## src/rtl/ifetch_pkg.sv

```systemverilog
// Shared types and default constants for the instruction fetch unit.
package ifetch_pkg;

  typedef enum logic {
    ST_RUN,
    ST_HALT
  } state_t;

  localparam int unsigned DEF_RESET_PC        = 0;
  localparam int unsigned DEF_INSTR_BYTES     = 4;
  localparam int unsigned DEF_DEBOUNCE_CYCLES = 16;

endpackage

```

## src/rtl/ifetch_unit_if.sv

```systemverilog
// Fetch-side bus: the pipeline (master) drives control/redirect, the fetch unit (slave) drives PC and status.
// Optional misalign signal present when IFETCH_ALIGN_CHECK_EN is defined.
interface ifetch_unit_if #(
  parameter int unsigned PC_WIDTH = 16
);
  logic                ecall;
  logic                continue_button;
  logic                stall;
  logic                redirect_valid;
  logic [PC_WIDTH-1:0] redirect_pc;
  logic [PC_WIDTH-1:0] pc;
  logic [PC_WIDTH-1:0] pc_plus;
  logic                halted;
  logic                fetch_valid;
  logic                resume_pulse;
`ifdef IFETCH_ALIGN_CHECK_EN
  logic                misalign;
`endif

  modport master (
`ifdef IFETCH_ALIGN_CHECK_EN
    input  misalign,
`endif
    output ecall, continue_button, stall, redirect_valid, redirect_pc,
    input  pc, pc_plus, halted, fetch_valid, resume_pulse
  );

  modport slave (
`ifdef IFETCH_ALIGN_CHECK_EN
    output misalign,
`endif
    input  ecall, continue_button, stall, redirect_valid, redirect_pc,
    output pc, pc_plus, halted, fetch_valid, resume_pulse
  );
endinterface

```

## src/rtl/ifetch_unit_button_debounce.sv

```systemverilog
// Push-button conditioner: 2-flop synchroniser, stability counter, release (1->0) edge detector.
module button_debounce #(
  parameter int unsigned DEBOUNCE_CYCLES = 16,
  parameter int unsigned DBC_WIDTH       = 5
) (
  input  logic clock,
  input  logic reset,
  input  logic button_i,
  output logic release_o
);
  logic                 sync1_q, sync2_q;
  logic                 level_q, level_d;
  logic [DBC_WIDTH-1:0] cnt_q, cnt_d;

  always_ff @(negedge clock or posedge reset) begin
    if (reset) begin
      sync1_q <= 1'b0;
      sync2_q <= 1'b0;
      level_q <= 1'b0;
      cnt_q   <= '0;
    end else begin
      sync1_q <= button_i;
      sync2_q <= sync1_q;
      level_q <= level_d;
      cnt_q   <= cnt_d;
    end
  end

  generate
    if (DEBOUNCE_CYCLES == 0) begin : g_bypass
      always_comb begin
        level_d = sync2_q;
        cnt_d   = '0;
      end
    end else begin : g_count
      localparam logic [DBC_WIDTH-1:0] LAST = DBC_WIDTH'(DEBOUNCE_CYCLES - 1);
      // Count only while a change is pending; the level flips on the edge the count reaches DEBOUNCE_CYCLES.
      always_comb begin
        level_d = level_q;
        cnt_d   = '0;
        if (sync2_q != level_q) begin
          if (cnt_q == LAST) level_d = sync2_q;
          else               cnt_d   = cnt_q + 1'b1;
        end
      end
    end
  endgenerate

  assign release_o = level_q & ~level_d;
endmodule

```

## src/rtl/ifetch_unit.sv

```systemverilog
// Program counter owner: sequential advance, redirects, ecall halt, debounced-button resume, stall.
// Optional IFETCH_ALIGN_CHECK_EN: misaligned redirect targets are refused and force HALT.
module ifetch_unit
  import ifetch_pkg::*;
#(
  parameter int unsigned PC_WIDTH        = 16,
  parameter int unsigned RESET_PC        = DEF_RESET_PC,
  parameter int unsigned INSTR_BYTES     = DEF_INSTR_BYTES,
  parameter int unsigned DEBOUNCE_CYCLES = DEF_DEBOUNCE_CYCLES,
  parameter int unsigned DBC_WIDTH       = 5
) (
  input logic          clock,
  input logic          reset,
  ifetch_unit_if.slave bus
);
  localparam logic [PC_WIDTH-1:0] PC_RST = PC_WIDTH'(RESET_PC);
  localparam logic [PC_WIDTH-1:0] PC_INC = PC_WIDTH'(INSTR_BYTES);

  state_t              state_q, state_d;
  logic [PC_WIDTH-1:0] pc_q, pc_d, pc_plus_w, next_pc;
  logic                pend_q, pend_d;
  logic                resume_q, resume_d;
  logic                release_edge;
`ifdef IFETCH_ALIGN_CHECK_EN
  localparam logic [PC_WIDTH-1:0] ALIGN_MASK = PC_WIDTH'(INSTR_BYTES - 1);
  logic misalign_q, misalign_d;
  logic target_bad;
  assign target_bad = bus.redirect_valid && ((bus.redirect_pc & ALIGN_MASK) != '0);
`endif

  button_debounce #(
    .DEBOUNCE_CYCLES(DEBOUNCE_CYCLES),
    .DBC_WIDTH      (DBC_WIDTH)
  ) u_button (
    .clock    (clock),
    .reset    (reset),
    .button_i (bus.continue_button),
    .release_o(release_edge)
  );

  assign pc_plus_w = pc_q + PC_INC;
  assign next_pc   = bus.redirect_valid ? bus.redirect_pc : pc_plus_w;

  always_ff @(negedge clock or posedge reset) begin
    if (reset) begin
      state_q    <= ST_RUN;
      pc_q       <= PC_RST;
      pend_q     <= 1'b0;
      resume_q   <= 1'b0;
`ifdef IFETCH_ALIGN_CHECK_EN
      misalign_q <= 1'b0;
`endif
    end else begin
      state_q    <= state_d;
      pc_q       <= pc_d;
      pend_q     <= pend_d;
      resume_q   <= resume_d;
`ifdef IFETCH_ALIGN_CHECK_EN
      misalign_q <= misalign_d;
`endif
    end
  end

  always_comb begin
    state_d    = state_q;
    pc_d       = pc_q;
    pend_d     = pend_q;
    resume_d   = 1'b0;
`ifdef IFETCH_ALIGN_CHECK_EN
    misalign_d = misalign_q;
`endif
    case (state_q)
      ST_RUN: begin
        if (!bus.stall) begin
          if (bus.ecall) state_d = ST_HALT;
`ifdef IFETCH_ALIGN_CHECK_EN
          else if (target_bad) begin
            state_d    = ST_HALT;
            misalign_d = 1'b1;
          end
`endif
          else pc_d = next_pc;
        end
      end
      ST_HALT: begin
        // A release seen under stall is remembered; further releases merge into it.
        if (release_edge || pend_q) begin
          if (bus.stall) pend_d = 1'b1;
          else begin
            pend_d = 1'b0;
`ifdef IFETCH_ALIGN_CHECK_EN
            if (misalign_q) begin
              misalign_d = 1'b0;
              pc_d       = pc_plus_w;
              state_d    = ST_RUN;
              resume_d   = 1'b1;
            end else if (target_bad) misalign_d = 1'b1;
            else
`endif
            begin
              pc_d     = next_pc;
              state_d  = ST_RUN;
              resume_d = 1'b1;
            end
          end
        end
      end
      default: state_d = ST_RUN;
    endcase
  end

  assign bus.pc           = pc_q;
  assign bus.pc_plus      = pc_plus_w;
  assign bus.halted       = (state_q == ST_HALT);
  assign bus.fetch_valid  = (state_q == ST_RUN) && !bus.stall;
  assign bus.resume_pulse = resume_q;
`ifdef IFETCH_ALIGN_CHECK_EN
  assign bus.misalign     = misalign_q;
`endif
endmodule

```

## src/flat_wrapper.sv

```systemverilog
// flat-port wrapper written by rule: the top's interface ports become plain ports
module ifetch_unit_flat import ifetch_pkg::*;
#(
  parameter int unsigned PC_WIDTH        = 16,
  parameter int unsigned RESET_PC        = DEF_RESET_PC,
  parameter int unsigned INSTR_BYTES     = DEF_INSTR_BYTES,
  parameter int unsigned DEBOUNCE_CYCLES = DEF_DEBOUNCE_CYCLES,
  parameter int unsigned DBC_WIDTH       = 5
)
  (clock, reset, bus_ecall, bus_continue_button, bus_stall, bus_redirect_valid, bus_redirect_pc, bus_pc, bus_pc_plus, bus_halted, bus_fetch_valid, bus_resume_pulse);
  ifetch_unit_if #(.PC_WIDTH(PC_WIDTH)) bus_i ();
  input logic clock;
  input logic reset;
  input wire logic [$bits(bus_i.ecall)-1:0] bus_ecall;
  input wire logic [$bits(bus_i.continue_button)-1:0] bus_continue_button;
  input wire logic [$bits(bus_i.stall)-1:0] bus_stall;
  input wire logic [$bits(bus_i.redirect_valid)-1:0] bus_redirect_valid;
  input wire logic [$bits(bus_i.redirect_pc)-1:0] bus_redirect_pc;
  output wire logic [$bits(bus_i.pc)-1:0] bus_pc;
  output wire logic [$bits(bus_i.pc_plus)-1:0] bus_pc_plus;
  output wire logic [$bits(bus_i.halted)-1:0] bus_halted;
  output wire logic [$bits(bus_i.fetch_valid)-1:0] bus_fetch_valid;
  output wire logic [$bits(bus_i.resume_pulse)-1:0] bus_resume_pulse;
  assign bus_i.ecall = bus_ecall;
  assign bus_i.continue_button = bus_continue_button;
  assign bus_i.stall = bus_stall;
  assign bus_i.redirect_valid = bus_redirect_valid;
  assign bus_i.redirect_pc = bus_redirect_pc;
  assign bus_pc = bus_i.pc;
  assign bus_pc_plus = bus_i.pc_plus;
  assign bus_halted = bus_i.halted;
  assign bus_fetch_valid = bus_i.fetch_valid;
  assign bus_resume_pulse = bus_i.resume_pulse;
  ifetch_unit #(.PC_WIDTH(PC_WIDTH), .RESET_PC(RESET_PC), .INSTR_BYTES(INSTR_BYTES), .DEBOUNCE_CYCLES(DEBOUNCE_CYCLES), .DBC_WIDTH(DBC_WIDTH)) u_core (.clock(clock), .reset(reset), .bus(bus_i));
endmodule
```

## config.mk

```make
export PLATFORM = sky130hd
export DESIGN_NAME = ifetch_unit_flat
export DESIGN_NICKNAME = d
export VERILOG_FILES = /design/src/rtl/ifetch_pkg.sv /design/src/rtl/ifetch_unit_if.sv /design/src/rtl/ifetch_unit_button_debounce.sv /design/src/rtl/ifetch_unit.sv /design/src/flat_wrapper.sv
export SDC_FILE = /design/constraint.sdc
export NUM_CORES = 1
export LEC_CHECK = 0
export BUFFER_PORTS_ARGS = -buffer_cell sky130_fd_sc_hd__buf_4
export CELL_PAD_IN_SITES_DETAIL_PLACEMENT = 1
export CELL_PAD_IN_SITES_GLOBAL_PLACEMENT = 2
export CORE_MARGIN = 2
export CORE_UTILIZATION = 31
export CTS_CLUSTER_DIAMETER = 40
export DETAILED_ROUTE_END_ITERATION = 16
export PLACE_DENSITY_LB_ADDON = 0.1
export SLEW_MARGIN = 20
export SYNTH_ARGS = -nofsm -noshare
export SYNTH_HDL_FRONTEND = slang
export SYNTH_SLANG_ARGS = --single-unit
export TNS_END_PERCENT = 50
```

## constraint.sdc

```tcl
create_clock -name clock -period 3.97 [get_ports clock]
set_input_delay 0.5955 -clock clock [delete_from_list [all_inputs] [get_ports clock]]
set_output_delay 0.5955 -clock clock [all_outputs]
set_load 0.03 [all_outputs]
```

* Yosys cells after proc, flatten, opt, wreduce, memory -nomap -nowiden
Index checks and enable logic that the tools add are counted.
** Storage, ports and cells
- Flip-flop bits (word level) :: 27
- Bits of input ports :: 22
- Output and inout bits :: 35
- Logic and storage cells :: 42
** Operators by class
- Add/subtract/negate cells :: 2
- Equality and inequality tests :: 6
- Mux-type cells :: 18
- Bitwise operators :: 3
- Reductions and logical operators :: 5
** Operators with widths (count)
- 2-to-1 mux 16 bit :: 5
- case mux 16 bit (2 select lines) :: 1
- adder 16 x 3 -> 16 bit (second input constant) :: 1
- 2-to-1 mux 5 bit :: 2
- 2-to-1 mux 1 bit :: 9
- inequality test 2 bit (second input constant) :: 4
- adder 5 x 1 -> 5 bit (second input constant) :: 1
- == test 5 x 4 -> 1 bit (second input constant) :: 1
- AND reduction 4 bit :: 1
- inverter 1 bit :: 2
- case mux 1 bit (2 select lines) :: 1
- AND reduction 2 bit :: 1
- AND 1 bit :: 1
- logical AND 1 bit :: 1
- logical NOT 1 bit :: 1
- logical OR 1 bit :: 1
- inequality test 1 bit :: 1

* Depth between registers and ports, before layout
- Word-level depth :: 8
- Mapped depth :: 7
- Depth with buffers taken out :: 5

* Hierarchy
A second synthesis with hierarchy kept.
** Unflattened totals
- Cell total of the unflattened synthesis :: 159
- Area, all modules :: 1510.2 um^2
** By module, submodules not included
- ifetch_unit :: times used 1, cells an instance 134, area each 1196.1 um^2, sequential area each 475.5 um^2
- button_debounce :: times used 1, cells an instance 25, area each 314.1 um^2, sequential area each 200.2 um^2

==> qor.csv <==
stage,metric,value,unit
status,status,"finished, violations left",
status,violations,setup timing,
power_and_ir_drop,vdd_ir_drop_max,0.410,mV
floorplan,die_w,76.7,um
logic_synthesis,syn-num-nets,199,
clock_tree,cts_sinks,27,
timing,maxSlewHeadroom,0.529,
run,maxCapViolations,0,
logic_synthesis,syn_area,1640,um^2
clock_tree,cts_buffers,3,
setup_path,crit_fanout,3,
global_route,grt.total_usage,0.181,
logic_synthesis,syn_area_per_cell,9.35,um^2
global_route,grt_pass1_wl,8740,um
logic_synthesis,ys_ff_latch,27,
global_route,antenna_found_initial,0,
logic_synthesis,ys_seq_area_frac,0.413,
finish,layout-drive-gt1-share,0.496,
floorplan,start_util,0.320,
floorplan,die_area,5880,um^2
setup_path,worstSetupEndpointType,primary output,
timing,whs,298,ps
placed_design,gp_congestion,0.806,
finish,final_cell_mix,"86 x buf_4, 27 x dfrtn_1, 13 x o21ai_0",
timing,maxSlewViolCount,0,
finish,diodes,0,
routing,routed_wl,5180,um
setup_path,crit_type,reg2out,
global_route,grt_pass1_vias,1803,
floorplan,rows,26,
setup_path,critPathRequiredTime,3370,ps
floorplan,core_area,5110,um^2
finish,seqCellArea,676,um^2
logic_synthesis,ys_warn_count,0,
placed_design,dp_cells,318,
clock_tree,htree_num_levels,1,
finish,mostFrequentLayoutCell,buf_4,
routing,wire_per_inst,15.6,um
timing,finalSetupViolCount,11,
timing,max_slew.worst_pin.slew,702,ps
routing,viasPerCell,5.08,
logic_synthesis,ys.flop_type,dfrtn_1,
global_route,grt_overflow_total,0,
worst_hold_path,hold_path_class,reg2reg,
clock_tree,clockBufferDepth,2,
power_and_ir_drop,finalPower,1.81,mW
power_and_ir_drop,p_per_area,690,nW/um^2
finish,multi_input_area,1010,um^2
finish,layout-area-overhead-vs-synth,60.2,%
routing,drc,0,
setup_path,startpoint_type,register,
placed_design,post-dp-hpwl,3880,um
timing,hold_viol_final,0,
timing,skew,5.48,ps
finish,n_fill_cell,596,
clock_tree,insertion_delay,290,ps
routing,first_iter_violations,58,
routing,firstDrtPassIters,4,
routing,vias,1686,
clock_tree,path_clk_slew,70,ps
routing,antenna_left,0,
placed_design,port_buffers,56,
power_and_ir_drop,power.leakage,1.19,nW
timing,rsz0062_at_grt,true,
timing,finalWorstSetupSlack,-397,ps
global_route,grt_max_degree,32,
logic_synthesis,ys_types,45,
finish,post-route-util,0.513,
finish,finalNonFillerCells,332,
floorplan,die_h,76.7,um
clock_tree,cts_tree,built,
finish,final_nets,287,
setup_path,reg2reg_slack,1740,ps
logic_synthesis,synth_edf_count,0,
setup_path,worstPathArrival,3770,ps
floorplan,boundaryPins,57,
logic_synthesis,synthArstFlopShare,1.00,
clock_tree,clockRootBuffer,clkbuf_8,
logic_synthesis,synthCells,175,
-- layout make-up --
| class | instances | area share |
|---|---|---|
| multi-input cells | 126 | 0.385 |
| repair buffers | 97 | 0.294 |
| flip-flops and latches | 27 | 0.258 |
| well taps | 70 | 0.0334 |
| clock buffers | 3 | 0.0158 |
| inverters | 8 | 0.0115 |
| clock inverters | 1 | 0.00286 |
-- final timing paths --
check	startpoint	endpoint	cells after the start
worst max-delay path	u_core.bus.pc[9]$_DFFE_NP0P_	bus_pc_plus[13]	5
worst min-delay path	u_core.u_button.sync1_q$_DFF_NP0_	u_core.u_button.sync2_q$_DFF_NP0_	0
worst max register to register	u_core.u_button.cnt_q[0]$_DFF_NP0_	u_core.bus.pc[8]$_DFFE_NP0P_	5
worst min register to register	u_core.u_button.sync1_q$_DFF_NP0_	u_core.u_button.sync2_q$_DFF_NP0_	0
max in group asynchronous	reset	u_core.bus.pc[12]$_DFFE_NP0P_	3
min in group asynchronous	reset	u_core.bus.resume_pulse$_DFF_NP0_	3
-- what timing repair did --
action / 4_1_cts / 5_1_grt
pin swaps: 4 / 3
endpoints found under the setup margin: 11 / 12
resized for setup: 23 / 3
setup buffers: 7 / 3
hold buffers: 0 / 0
endpoints found under the hold margin: 0 / 0
-- cells in the mapped netlist (4+ instances only) --
library cell,count,area [um^2]
a31oi_1,4,25.0
nand3_1,6,30.0
nand2_1,10,37.5
nor3_1,8,40.0
nor2b_1,5,31.3
nor2_1,8,30.0
xnor2_1,10,87.6
o211ai_1,4,30.0
buf_4,5,37.5
buf_2,4,20.0
o21ai_0,13,65.1
inv_1,8,30.0
nand4_1,5,31.3
o31ai_1,5,37.5
xor2_1,4,35.0
dfrtn_1,27,676
clkbuf_1,4,15.0
a21oi_1,11,55.1
-- critical path, cell delays in order (launching register included) --
cell and delay [ps]:
dfrtn_1 450, nand4_2 150, or4_4 540, xor2_4 180, inv_2 60, buf_6 120
-- power by group --
part | switching (mW) | internal, mW
sequential | 0.0602 | 0.357
clock | 0.0942 | 0.0715
combinational | 0.681 | 0.545
-- registers in the layout (all words and copies together), names as in the netlist --
signal,count
u_core.bus.halted,1
u_core.bus.pc,16
u_core.bus.resume_pulse,1
u_core.pend_q,1
u_core.u_button.cnt_q,5
u_core.u_button.level_q,1
u_core.u_button.sync1_q,1
u_core.u_button.sync2_q,1
-- metal layers --
metal	up-vias	track usage	share of wire
li1	806	-	-
met1	826	0.242	0.46
met2	47	0.311	0.49
met3	7	0.0235	0.037
met4	0	0.0455	0.013
met5	-	0	0
-- logic make-up after synthesis --
kind of cell               after synthesis  synth area share
AOI/OAI and AO/OA                       47             0.192
xor gates and xnor gates                14            0.0749
adders and majority gates                2            0.0153
buffers and inverters                   22            0.0696
DFF                                     27             0.413
muxes                                    4            0.0268
and+or+nand+nor                         59             0.209
-- metrics by stage --
step | setup slack [ps] | cell area [um^2] | TNS, ps
2_1_floorplan | -394 | 1740 | -2410
3_3_place_gp | -124 | 2380 | -561
3_5_place_dp | -206 | 2380 | -947
4_1_cts | -403 | 2580 | -3100
5_1_grt | -477 | 2620 | -3990
6_report | -397 | 2620 | -2960
No activity file was read; power rests on OpenSTA's default activity.
